**config.mk**
```make
export PLATFORM = sky130hd
export DESIGN_NAME = i2s_tx_serializer
export DESIGN_NICKNAME = d
export VERILOG_FILES = /design/src/rtl/i2s_pkg.sv /design/src/rtl/i2s_edge_detect.sv /design/src/rtl/i2s_tx_serializer.sv
export SDC_FILE = /design/constraint.sdc
export NUM_CORES = 1
export LEC_CHECK = 0
export BUFFER_PORTS_ARGS = -buffer_cell sky130_fd_sc_hd__buf_2
export CORE_AREA = 3 3 91 93
export CTS_CLUSTER_DIAMETER = 30
export CTS_CLUSTER_SIZE = 40
export DETAILED_ROUTE_END_ITERATION = 10
export DIE_AREA = 0 0 94 96
export HOLD_SLACK_MARGIN = 0.15
export PLACE_DENSITY = 0.85
export SLEW_MARGIN = 0
export SYNTH_ARGS = -nofsm -noshare
export SYNTH_HDL_FRONTEND = slang
export SYNTH_SLANG_ARGS = --single-unit
```
**constraint.sdc**
```tcl
create_clock -name clk_ref -period 5.3 [get_ports clk_ref]
set_input_delay 0.265 -clock clk_ref [delete_from_list [all_inputs] [get_ports clk_ref]]
set_output_delay 0.265 -clock clk_ref [all_outputs]
set_load 0.05 [all_outputs]
```
**src/rtl/i2s_pkg.sv**
```systemverilog
// Shared I2S definitions: serializer state encoding and default frame widths.
// The width defaults match the clock generator's bits-per-WS-half-frame.
package i2s_pkg;

  typedef enum logic {
    IDLE = 1'b0,
    RUN  = 1'b1
  } i2s_state_t;

  localparam int I2S_DATA_WIDTH = 24;
  localparam int I2S_SLOT_BITS  = 24;

endpackage

```
**src/rtl/i2s_edge_detect.sv**
```systemverilog
// BCLK falling-edge and WS transition detector in the clk_ref domain.
// clk_bit/clk_ws arrive already registered by the clock generator, so no
// extra synchronizer stages are needed here. WS is only evaluated on a BCLK
// fall because the generator moves WS on that same edge.
module i2s_edge_detect (
  input  logic clk_ref,
  input  logic reset,
  input  logic clk_bit,
  input  logic clk_ws,
  output logic fe,
  output logic ws_rise,
  output logic ws_fall
);

  logic bclk_d;
  logic ws_last;

  assign fe      = bclk_d & ~clk_bit;
  assign ws_rise = fe & ~ws_last & clk_ws;
  assign ws_fall = fe & ws_last & ~clk_ws;

  // Remember last BCLK level every cycle, last WS level only on BCLK falls.
  always_ff @(posedge clk_ref or posedge reset) begin
    if (reset) begin
      bclk_d  <= 1'b0;
      ws_last <= 1'b0;
    end else begin
      bclk_d <= clk_bit;
      if (fe) begin
        ws_last <= clk_ws;
      end
    end
  end

endmodule

```
**src/rtl/i2s_tx_serializer.sv**
```systemverilog
// Stereo I2S (Philips format) transmit serializer.
// Takes one L/R pair per frame through a single-entry holding buffer and
// shifts it MSB-first onto i2s_sdata, one bit per BCLK fall. The data lags
// each WS edge by one BCLK because the slot's MSB is loaded into the shift
// register on the WS edge and only reaches the pin on the following fall.
//
// Handshake: a pair transfers on any clk_ref rising edge where
// sample_valid & sample_ready are both high; sample_ready is simply "buffer
// not full" and does not depend on sample_valid. The buffer is consumed on
// the BCLK fall where WS goes 1->0, and sample_ready returns the cycle after.
//
// SLOT_BITS must be >= DATA_WIDTH; the trailing SLOT_BITS-DATA_WIDTH bits of
// each slot are sent as zero.
module i2s_tx_serializer
  import i2s_pkg::*;
#(
  parameter int DATA_WIDTH = I2S_DATA_WIDTH,
  parameter int SLOT_BITS  = I2S_SLOT_BITS
) (
  input  logic                  clk_ref,
  input  logic                  reset,
  input  logic                  clk_bit,
  input  logic                  clk_ws,
  input  logic [DATA_WIDTH-1:0] sample_left,
  input  logic [DATA_WIDTH-1:0] sample_right,
  input  logic                  sample_valid,
  output logic                  sample_ready,
  output logic                  i2s_sdata,
  output logic                  underrun,
  output logic                  active
);

  localparam int PAD = SLOT_BITS - DATA_WIDTH;

  i2s_state_t state;
  i2s_state_t state_next;

  logic                  fe;
  logic                  ws_rise;
  logic                  ws_fall;
  logic                  running;
  logic                  full;
  logic                  accept;
  logic                  consume;
  logic [DATA_WIDTH-1:0] left_buf;
  logic [DATA_WIDTH-1:0] right_buf;
  logic [DATA_WIDTH-1:0] right_hold;
  logic [SLOT_BITS-1:0]  shreg;
  logic [SLOT_BITS-1:0]  left_aligned;
  logic [SLOT_BITS-1:0]  right_aligned;

  i2s_edge_detect u_edge (
    .clk_ref (clk_ref),
    .reset   (reset),
    .clk_bit (clk_bit),
    .clk_ws  (clk_ws),
    .fe      (fe),
    .ws_rise (ws_rise),
    .ws_fall (ws_fall)
  );

  assign running = (state == RUN);
  assign accept  = sample_valid & ~full;
  // A new frame always starts on a WS fall; the IDLE->RUN edge counts too.
  assign consume = ws_fall & full;

  // Words sit at the top of the slot so padding bits shift out last.
  assign left_aligned  = SLOT_BITS'(left_buf) << PAD;
  assign right_aligned = SLOT_BITS'(right_hold) << PAD;

  assign sample_ready = ~full;
  assign active       = running;
  assign underrun     = ws_fall & ~full;

  // State register.
  always_ff @(posedge clk_ref or posedge reset) begin
    if (reset) begin
      state <= IDLE;
    end else begin
      state <= state_next;
    end
  end

  // Next state: lock onto the first start-of-left-slot, then stay running.
  always_comb begin
    state_next = state;
    if ((state == IDLE) && ws_fall) begin
      state_next = RUN;
    end
  end

  // Single-entry holding buffer; consume and accept never coincide.
  always_ff @(posedge clk_ref or posedge reset) begin
    if (reset) begin
      full      <= 1'b0;
      left_buf  <= '0;
      right_buf <= '0;
    end else if (consume) begin
      full <= 1'b0;
    end else if (accept) begin
      full      <= 1'b1;
      left_buf  <= sample_left;
      right_buf <= sample_right;
    end
  end

  // Shift engine: pin takes the old top bit, then load beats shift.
  always_ff @(posedge clk_ref or posedge reset) begin
    if (reset) begin
      shreg      <= '0;
      right_hold <= '0;
      i2s_sdata  <= 1'b0;
    end else if (fe) begin
      if (running) begin
        i2s_sdata <= shreg[SLOT_BITS-1];
      end
      if (ws_fall) begin
        shreg      <= full ? left_aligned : '0;
        right_hold <= full ? right_buf : '0;
      end else if (running && ws_rise) begin
        shreg <= right_aligned;
      end else if (running) begin
        shreg <= shreg << 1;
      end
    end
  end

endmodule

```
; Word-level counts from Yosys, hierarchy flattened
; Index checks and enable logic that the tools add are counted.
[word_totals]
register_bits = 101
word_cells = 38
[classes]
bitwise = 14
n_mux = 7
n_reduce_logical = 8
[op_table]
columns = cell, count
row1 = $mux 24, 5
row2 = $and 1x1->1, 8
row3 = $reduce_and 2->1, 4
row4 = $not 1->1, 6
row5 = $reduce_bool 3->1, 1
row6 = $logic_and 1x1->1, 2
row7 = $mux 1, 2
row8 = $reduce_bool 2->1, 1

; Longest topological paths before layout
; Gate-level depths: netlist of run 1.
[depth]
ltp_word = 7
ltp_mapped = 5
ltp_nobuf = 3

; Modules after synthesis
; Synthesis of run 1 repeated with hierarchy kept, for this count alone.
[unflattened]
hier_cells = 364
hier_area_um2 = 4360.4
[by_module_without_submodules]
columns = mod, n_inst, seq_area_each_um2, area_each_um2, cells_each
row1 = i2s_tx_serializer, 1, 2477.4, 4259.1, 356
row2 = i2s_edge_detect, 1, 50.0, 101.3, 8

; Least setup slack after synthesis of run 1
; OpenSTA, ideal clock, no wires.
[synth_path]
path_type = reg-to-output
from = reg u_edge.ws_last
to = out underrun
slack_ns = 3.583
n_path_buf = 2
t_arrival_ns = 1.452
path_stages_with_launch = 5
path_cell_list = dfrtp_1 > nand4bb_1 > clkbuf_2 > buf_2 > nor2_1
[synth_between]
elab_chain_len = 3
[synth_rtl]
columns = item, line_no
row1 = start: declaration, i2s_edge_detect.sv:16  ; logic ws_last;
row2 = start signal: assignment, i2s_edge_detect.sv:30  ; ws_last <= clk_ws;
row3 = $and 1x1->1 (2 in series), i2s_edge_detect.sv:20  ; assign ws_fall = fe & ws_last & ~clk_ws;
row4 = $and 1x1->1, i2s_tx_serializer.sv:73  ; assign underrun = ws_fall & ~full;
row5 = end: declaration, i2s_tx_serializer.sv:29  ; output logic underrun,
; No other way between the ends.

; Final worst setup path of run 1
[layout_path]
from = in clk_ws
to = reg shreg[22]
[layout_between]
elab_chain_len = 4
[layout_rtl]
columns = item, line_no
row1 = start: declaration, i2s_tx_serializer.sv:23  ; input logic clk_ws,
row2 = $and 1x1->1 or $not 1->1 (tied branches), "i2s_edge_detect.sv:19, i2s_edge_detect.sv:20"
row3 = $logic_and 1x1->1 or $and 1x1->1 (tied branches), "i2s_tx_serializer.sv:120, i2s_edge_detect.sv:20"
row4 = $reduce_bool 3->1 (no source line) or $mux 24 (tied branches), -
row5 = $reduce_and 2->1 (no source line) or $mux 24 (tied branches), -
row6 = end signal: assignment, i2s_tx_serializer.sv:118  ; shreg <= full ? left_aligned : '0;
row7 = end signal: assignment, i2s_tx_serializer.sv:121  ; shreg <= right_aligned;
row8 = end signal: assignment, i2s_tx_serializer.sv:123  ; shreg <= shreg << 1;
row9 = end: declaration, i2s_tx_serializer.sv:48  ; logic [SLOT_BITS-1:0] shreg;
; Parallel ways exist; a longest one is shown, timed or not.
; A chain may end at the register's enable or synchronous reset.

==> run_results.csv, run 1 <==
group,metric,value,unit
run_status,status,"finished, final reports clean",
layout,drive_gt1_share,31.3,%
sta,finalMaxSlewViolations,0,
clock_tree,clk_pin_slew_worst_paths,0.10,ns
clock_tree,cts_resized,0,
route,vias,3391,
synthesis,synth_top_area_cell,"dfrtp_1",
synthesis,synth.most_common_cell,"dfrtp_1",
sta,tns,0,ns
route,drc,0,
worst_setup_path,critPathCaptureType,"register",
floorplanning,die_x,94,um
worst_setup_path,crit_chain,"dlygate4sd3_1 -> buf_2 -> nand2b_1 -> nand2_2 -> o221ai_1",
clock_tree,cts_setup_buffers,0,
floorplanning,num_rows,32,
route,vias_per_cell,5.74,
clock_tree,insertion_delay,0.37,ns
route,dr.pass1.iters,5,
placement,hpwl,6160,um
clock_tree,holdBufCountCts,50,
layout,antenna_cells,0,
synthesis,synth_fp_nets,446,
clock_tree,clk_path_buf_depth,2,
synthesis,synth_edf_count,0,
route,drtAntennaViolNets,0,
synthesis,ys_seq_area_share,54.1,%
global_routing,grt_max_degree,69,
synthesis,syn_inst,393,
clock_tree,cts_sinks,101,
floorplanning,die_height,96,um
placement,numPortBuffers,56,
flow_run,cap_violations,0,
route,wl_per_cell,17.1,um
synthesis,synth.area.top_cells,"dfrtp_1 54%, mux2_2 12%, o211ai_2 5.4%, mux2i_1 4.7%, nand2_1 4.3%",
clock_tree,cts-buffers-inserted,9,
worst_setup_path,critPathKind,"input pin to register",
sta,hold_viol,0,
sta,rsz0062_at_grt,"no",
sta,min_period,2.50,ns
synthesis,synth_warnings,0,
synthesis,ys.flop_type,"dfrtp_1",
power,leakage,0.00260,uW
power,p_per_area,479,nW/um^2
floorplanning,core_area,7610,um^2
layout,nNetsFinal,537,
layout,syn_to_final_growth,20.6,%
worst_setup_path,cp.arrival,2.78,ns
sta,worstMarginPinSlew,1.00,ns
floorplanning,die_area,9020,um^2
worst_setup_path,cp_top_family,"simple AND/OR/NAND/NOR gates",
sta,maxSlewHeadroom,33.2,%
route,wl,10100,um
global_routing,grt_pass1_vias,3508,
clock_tree,cts-root-buf,"clkbuf_8",
sta,setup_viol,0,
clock_tree,tritoncts,"done",
placement,gp_congestion,0.819,
synthesis,async_flop_share,100,%
synthesis,ys_ff_latch,101,
clock_tree,cts_max_level,3,
sta,clock_skew,0.00872,ns
hold_path,hp-class,"input pin to register",
worst_setup_path,crit_path_start_kind,"input pin",
worst_setup_path,r2r_slack,2.99,ns
sta,hold-worst-slack,0.164,ns
global_routing,antenna_found_initial,0,
floorplanning,io_pins,57,
power,irDropWorstVdd,0.296,mV
route,first_iter_violations,197,
global_routing,grt_util_all_layers,24.0,%
worst_setup_path,critPathMaxFanout,24,
synthesis,synth_area,4680,um^2
global_routing,grt_pass1_wl,16700,um
synthesis,synth_top_area_share,54.1,%
worst_setup_path,cp.buffers_inverters,2,
synthesis,syn_area_per_cell,11.9,um^2
worst_setup_path,cp.required,5.57,ns
synthesis,synthTopCellsByCount,"101 x dfrtp_1, 53 x nand2_1, 50 x mux2_2, 24 x o21ai_0, 23 x nand3_1",
synthesis,synth.distinct_cells,30,
global_routing,grt-ovfl-total,0,
floorplanning,initial_core_util,61.5,%
sta,fin_crit_sh,47.3,%
worst_setup_path,crit_path_max_incr_delay,0.79,ns
sta,timing.fmax,399,MHz
worst_setup_path,critPathSlowestCell,"nand2b_1",
[worst register-to-register path: stages (launching register included)]
cell      delay (ns)
dfrtp_1         0.45
nand2b_1        0.73
nand2_2         0.68
o221ai_1        0.35
[sequential cells by signal, indices dropped and copies added (netlist names)]
| name | flops |
|---|---|
| left_aligned | 24 |
| right_aligned | 24 |
| right_buf | 24 |
| shreg | 24 |
| active | 1 |
| full | 1 |
| i2s_sdata | 1 |
| u_edge.bclk_d | 1 |
| u_edge.ws_last | 1 |
[report_power, final]
part	total (uW)	internal [uW]	switching, uW
combinational	813	430	383
clock	519	240	279
sequential	1370	1130	238
[routing by layer]
metal	track usage [%]	vias to the layer above	part of all wire (%)	wire (um)
met2	38.7	108	49	4970
met4	8.90	0	2.1	210
met5	0	-	0	0
met1	32.2	1698	44	4440
met3	5.32	24	4.8	482
li1	-	1561	-	-
[placed cells by master, fill, tap and decap left out]
master / count
clkinv_4: 1
o221ai_1: 1
o211ai_2: 20
dlygate4sd3_1: 50
nand3_1: 23
nor2b_4: 1
dfrtp_1: 101
nand2_1: 53
nor2_1: 1
and3b_1: 2
inv_1: 5
buf_2: 56
a22oi_1: 22
inv_8: 2
clkbuf_8: 10
nand2_2: 1
o211ai_1: 2
bufinv_16: 1
and3b_2: 1
o21ai_0: 24
nand4bb_1: 1
inv_4: 1
inv_6: 1
buf_4: 6
a21o_1: 1
mux2i_1: 22
o22ai_1: 1
a21oi_2: 1
xnor2_1: 1
clkinvlp_4: 1
and4b_1: 1
mux2_2: 50
nor2b_1: 22
nand2b_1: 3
[kinds of logic after synthesis]
kind of cell              share of synthesized area [%]
muxes                                              16.8
buffers and inverters                              5.06
DFF                                                54.1
xor gates and xnor gates                          0.187
and+or+nand+nor                                    11.5
AOI/OAI and AO/OA                                  12.4
[area by class of cell]
class                      instances  area, um^2
clock inverter                     6        77.6
timing repair buffer             112         826
multi-input combinational        254        1920
inverter                           6        25.0
sequential                       101        2530
clock buffer                      10         138
fill                             523        1970
tap                              102         128
[per-stage QoR]
step	instance area, um^2	utilization, %	std cells	total power [uW]	worst slack [ns]
global placement	4920	64.7	525	2080	3.09
finish	5640	74.1	591	2700	2.80
floorplan	4680	-	393	1940	2.39
detailed placement	4920	64.7	525	2150	2.95
CTS	5640	74.1	591	2690	2.81
global route	5640	74.1	591	2870	2.62
[final timing paths]
kind                             startpoint                to  cells after the start
setup reg to reg             u_edge.ws_last         shreg[22]                      3
hold reg to reg            right_aligned[0]  right_aligned[0]                      2
hold / removal              sample_right[6]      right_buf[6]                      2
min in group asynchronous             reset      right_buf[9]                      3
max in group asynchronous             reset  left_aligned[11]                      4
setup / recovery                     clk_ws         shreg[22]                      5
Note: power is estimated with default switching activity, not from simulation.
==> run 2, diff against run 1 <==
Settings changed: CORE_AREA 3 3 91 93 to 3 3 94 96, DIE_AREA 0 0 94 96 to 0 0 97 99, PLACE_DENSITY 0.85 to 0.81.
Clock period 5.3 ns to 2.65 ns, I/O delays scaled along.
==> run 2 against run 1 <==
Net effect:
- clock-buffer cell count fell by 1
- via count fell by 3.2%
- sequential share of layout area is 0.55 points lower
- first-iteration DRC count grew 13%
- design area is 1.2% higher
- critical endpoint is now underrun
==> run_results.csv, run 2 (synthesized netlist as in run 1, its figures left out) <==
group,metric,value,unit
sta,rsz0062_at_grt,"no",
clock_tree,tritoncts,"done",
power,intPower,3580,uW
power,irDropWorstVdd,0.524,mV
sta,clock_skew,0.0138,ns
floorplanning,num_rows,33,
power,p_seq_share,51.3,%
sta,fin_crit_sh,80.8,%
worst_setup_path,crit_path_start_kind,"input pin",
floorplanning,die_x,97,um
layout,final_common_cell,"dfrtp_1",
sta,setup_ws,0.509,ns
sta,maxSlewHeadroom,39.0,%
power,combPwrFrac,29.9,%
layout,stdcell_count,602,
worst_setup_path,crit_path_max_incr_delay,0.63,ns
worst_setup_path,critPathSlowestCell,"nand4bb_1",
route,wl,9660,um
route,vias_per_cell,5.45,
sta,tns,0,ns
flow_run,cap_violations,0,
global_routing,grt-ovfl-total,0,
power,leakage,0.00263,uW
placement,numPortBuffers,56,
layout,drive_gt1_share,32.2,%
sta,setup_viol,0,
power,clockPowerShare,18.8,%
worst_setup_path,path_common_cell,"buf_2",
clock_tree,cts-root-buf,"clkbuf_8",
global_routing,grt_pass1_vias,3332,
route,drc,0,
worst_setup_path,crit_chain,"dlygate4sd3_1 -> buf_2 -> nand4bb_1 -> nor2_1 -> buf_2",
global_routing,grt_pass1_wl,16400,um
route,wl_per_cell,16.0,um
hold_path,hp-class,"input pin to async pin",
worst_setup_path,critPathCaptureType,"output pin",
sta,timing.fmax,467,MHz
layout,mostFrequentLayoutCells,"101 x dfrtp_1, 56 x buf_2, 53 x nand2_1",
run_status,status,"finished, final reports clean",
floorplanning,core_area,8130,um^2
clock_tree,insertion_delay,0.37,ns
clock_tree,clk_pin_slew_worst_paths,0.10,ns
clock_tree,clk_path_buf_depth,2,
power,power.switching,1750,uW
placement,pre_cts_ws,0.932,ns
power,sw_frac_of_total,32.8,%
placement,gp_congestion,0.868,
worst_setup_path,cp.required,2.52,ns
route,vias,3282,
sta,min_period,2.14,ns
global_routing,grt_max_degree,66,
layout,syn_to_final_growth,22.1,%
worst_setup_path,critPathMaxFanout,17,
floorplanning,initial_core_util,57.5,%
global_routing,grt_util_all_layers,21.2,%
clock_tree,cts-buffers-inserted,9,
floorplanning,die_area,9600,um^2
sta,hold_viol,0,
layout,fillerInstances,593,
worst_setup_path,cp_top_family,"buffers and inverters",
layout,antenna_cells,0,
placement,dpl.cell_count,535,
clock_tree,cts_setup_buffers,0,
clock_tree,cts_sinks,101,
worst_setup_path,cp.arrival,2.01,ns
route,drtAntennaViolNets,0,
sta,finalMaxSlewViolations,0,
global_routing,antenna_found_initial,0,
power,p_per_area,933,nW/um^2
worst_setup_path,critPathKind,"input pin to output pin",
sta,worstMarginPinSlew,0.915,ns
worst_setup_path,cp.buffers_inverters,3,
route,dr.pass1.iters,4,
route,first_iter_violations,222,
layout,nNetsFinal,545,
floorplanning,io_pins,57,
placement,hpwl,6350,um
floorplanning,die_height,99,um
clock_tree,cts_max_level,3,
-- run 2: changes by cell type in the layout (fill, tap and decap cells not counted), sizes merged --
cell and delta:
clkinv +1, clkinvlp +1, inv -1, clkbuf -1
buf +7, dlygate4sd3 +1
-- run 2: timing repair --
action,in CTS,in global routing
setup endpoints to repair,0,0
hold buffers,51,0
endpoints found under the hold margin,81,0
resized for setup,0,0
-- run 2: final timing paths --
path,start,end,slack (ns),depth (start not counted)
worst min-delay path,reset,right_buf[19],0.42,3
max in group asynchronous,reset,shreg[5],1.33,5
worst min register to register,right_aligned[22],right_aligned[22],0.49,2
worst max register to register,u_edge.ws_last,right_aligned[11],0.93,4
min in group clk_ref,clk_bit,u_edge.bclk_d,0.49,2
worst max-delay path,clk_ws,underrun,0.51,5
-- run 2: per-stage QoR --
stage	hold slack, ns	util (%)	total power (uW)	instance area [um^2]
global route	0.471	70.2	5680	5710
floorplan	0.164	-	3890	4680
CTS	0.418	70.2	5360	5710
global placement	0.265	61.4	4180	4990
detailed placement	0.278	61.4	4300	4990
finish	0.425	70.2	5330	5710
-- run 2: power by group through the flow --
| stage | clock network, uW | registers (uW) | logic [uW] |
|---|---|---|---|
| global placement | 0 | 2710 | 1480 |
| CTS | 1020 | 2720 | 1620 |
| global route | 1090 | 2810 | 1780 |
| floorplan | 0 | 2590 | 1300 |
| finish | 1000 | 2730 | 1590 |
| detailed placement | 0 | 2750 | 1550 |
-- run 2: layout make-up --
| cell class | count | area [um^2] | area share [%] |
|---|---|---|---|
| sequential | 101 | 2530 | 44.3 |
| clock inverter | 7 | 81.3 | 1.42 |
| tap | 105 | 131 | 2.30 |
| timing repair buffer | 120 | 901 | 15.8 |
| inverter | 6 | 26.3 | 0.460 |
| clock buffer | 9 | 124 | 2.17 |
| multi-input combinational | 254 | 1920 | 33.6 |
-- run 2: tightest hold or removal path, cell delays in order --
cell	delay, ns
dlygate4sd3_1	0.54
buf_2	0.13
clkinvlp_4	0.47
-- run 2: metal layers --
layer / wire length, um / vias up / track usage [%]
met4: 167 / 0 / 7.88
met2: 4490 / 92 / 32.6
met5: 0 / - / 0
li1: - / 1584 / -
met3: 482 / 14 / 4.32
met1: 4520 / 1592 / 30.1
==> run 3, diff against run 2 <==
Settings changed: CORE_AREA 3 3 94 96 to 3 3 99 101, DIE_AREA 0 0 97 99 to 0 0 102 104, PLACE_DENSITY 0.81 to 0.77.
Clock period 2.65 ns to 1.7 ns, I/O delays scaled along.
==> run 3 against run 2 <==
Net effect:
- sequential cell count unchanged
- clock power rose by 41%
- worst setup slack lost 0.37 ns
- utilization is 6.8 points lower
- combinational power up 57%
- sequential share of layout area fell by 0.50 points
- clock-buffer cell count is 1 higher
- critical path type is now register to output pin
==> run_results.csv, run 3 (synthesized netlist as in run 1, its figures left out) <==
group,metric,value,unit
run_status,status,"finished, final reports clean",
global_routing,antenna_found_initial,0,
power,leakage,0.00265,uW
sta,timing.fmax,640,MHz
clock_tree,cts-buffers-inserted,9,
route,drtAntennaViolNets,0,
placement,dpl.cell_count,543,
worst_setup_path,r2r_slack,0.19,ns
hold_path,worstHoldStart,"clk_ws",
clock_tree,cts_sinks,101,
clock_tree,tritoncts,"done",
power,p_per_area,1420,nW/um^2
hold_path,worstHoldPathCells,4,
worst_setup_path,critPathMaxFanout,7,
clock_tree,cts_max_level,3,
floorplanning,num_rows,35,
hold_path,hp-class,"input pin to register",
worst_setup_path,r2r-start,"u_edge.bclk_d",
worst_setup_path,cp.buffers_inverters,1,
route,dr.pass1.iters,4,
route,vias_per_cell,5.39,
placement,gp_congestion,0.821,
layout,mostFrequentLayoutCells,"101 x dfrtp_1, 56 x buf_2, 53 x nand2_1",
route,first_iter_violations,127,
route,wl,9680,um
floorplanning,die_area,10600,um^2
global_routing,grt_pass1_vias,3391,
clock_tree,insertion_delay,0.37,ns
floorplanning,initial_core_util,51.3,%
layout,final_common_cell,"dfrtp_1",
flow_run,cap_violations,0,
worst_setup_path,crit_chain,"nand4bb_4 -> nor2_1 -> buf_2",
route,wl_per_cell,15.9,um
global_routing,grt_util_all_layers,19.8,%
layout,drive_gt1_share,32.7,%
sta,rsz0062_at_grt,"no",
route,vias,3290,
worst_setup_path,critPathSlowestCell,"dfrtp_1",
global_routing,grt_max_degree,50,
placement,hpwl,6440,um
sta,maxSlewHeadroom,62.5,%
global_routing,grt_pass1_wl,16800,um
clock_tree,cts-root-buf,"clkbuf_8",
global_routing,grt-ovfl-total,0,
sta,clock_skew,0.00800,ns
sta,hold_viol,0,
sta,finalMaxSlewViolations,0,
placement,numPortBuffers,56,
hold_path,holdPathEnd,"shreg[23]",
layout,nNetsFinal,547,
worst_setup_path,cp_top_family,"flip-flops",
sta,min_period,1.56,ns
clock_tree,clk_pin_slew_worst_paths,0.10,ns
floorplanning,io_pins,57,
route,drc,0,
floorplanning,die_height,104,um
worst_setup_path,crit_path_max_incr_delay,0.49,ns
layout,syn_to_final_growth,23.5,%
worst_setup_path,critPathCaptureType,"output pin",
worst_setup_path,crit_path_start_kind,"register",
sta,setup_viol,0,
worst_setup_path,critPathKind,"register to output pin",
worst_setup_path,reg2reg_depth,4,
worst_setup_path,r2r_end,"shreg[6]",
clock_tree,clk_path_buf_depth,2,
floorplanning,core_area,9110,um^2
power,irDropWorstVdd,0.744,mV
sta,fin_crit_sh,91.9,%
floorplanning,die_x,102,um
layout,stdcell_count,610,
worst_setup_path,cp.required,1.62,ns
sta,worstMarginPinSlew,0.562,ns
layout,antenna_cells,0,
worst_setup_path,cp.arrival,1.48,ns
sta,tns,0,ns
==> run 3: per-layer routing <==
metal / up-vias / GRT usage [%] / wire [um]
met2: 65 / 29.9 / 4580
li1: 1585 / - / -
met1: 1632 / 29.5 / 4630
met3: 8 / 2.62 / 335
met5: - / 0 / 0
met4: 0 / 6.94 / 132
==> run 3: area by class of cell <==
type	instances	area [um^2]
clock buffer	10	128
clock inverter	6	52.6
fill	723	3340
timing repair buffer	122	966
multi-input combinational	254	1930
sequential	101	2530
inverter	6	26.3
tap	111	139
==> run 3: through the flow <==
step           hold WS [ns]  util, %  cell area (um^2)  total power, uW  worst slack [ns]
6_report              0.192     63.4              5770             8200             0.138
5_1_grt               0.214     63.4              5770             8780            0.0255
4_1_cts               0.179     63.2              5760             8270            0.0177
3_5_place_dp          0.172     55.6              5060             6760             0.143
3_3_place_gp          0.160     55.6              5060             6590             0.149
2_1_floorplan         0.116        -              4680             6060             0.163
==> run 3: what timing repair did <==
| action | in CTS | in global routing |
|---|---|---|
| endpoints found under the setup margin | 1 | 20 |
| gates resized for setup | 1 | 2 |
| setup buffers | 0 | 0 |
| endpoints found under the hold margin | 72 | 0 |
| hold buffers | 51 | 0 |
==> run 3: worst max-delay path by stage <==
stage                end  cells past startpoint      startpoint
4_1_cts         underrun                      5         clk_bit
5_1_grt         underrun                      3  u_edge.ws_last
3_5_place_dp    shreg[6]                      3  u_edge.ws_last
2_1_floorplan   underrun                      4  u_edge.ws_last
6_report        underrun                      3  u_edge.ws_last
3_3_place_gp   shreg[13]                      3            full
==> run 3: power by group <==
part           switching, uW  internal, uW  total [uW]
sequential               777          3520        4300
clock                    856           559        1410
combinational           1100          1390        2490
total                   2730          5470        8200
==> run 3: tightest hold or removal path, delay by kind of cell <==
family	cells	cell delay [ns]
AO/OA/AOI/OAI	2	0.14
buffers and inverters	1	0.15
XOR/XNOR	1	0.14
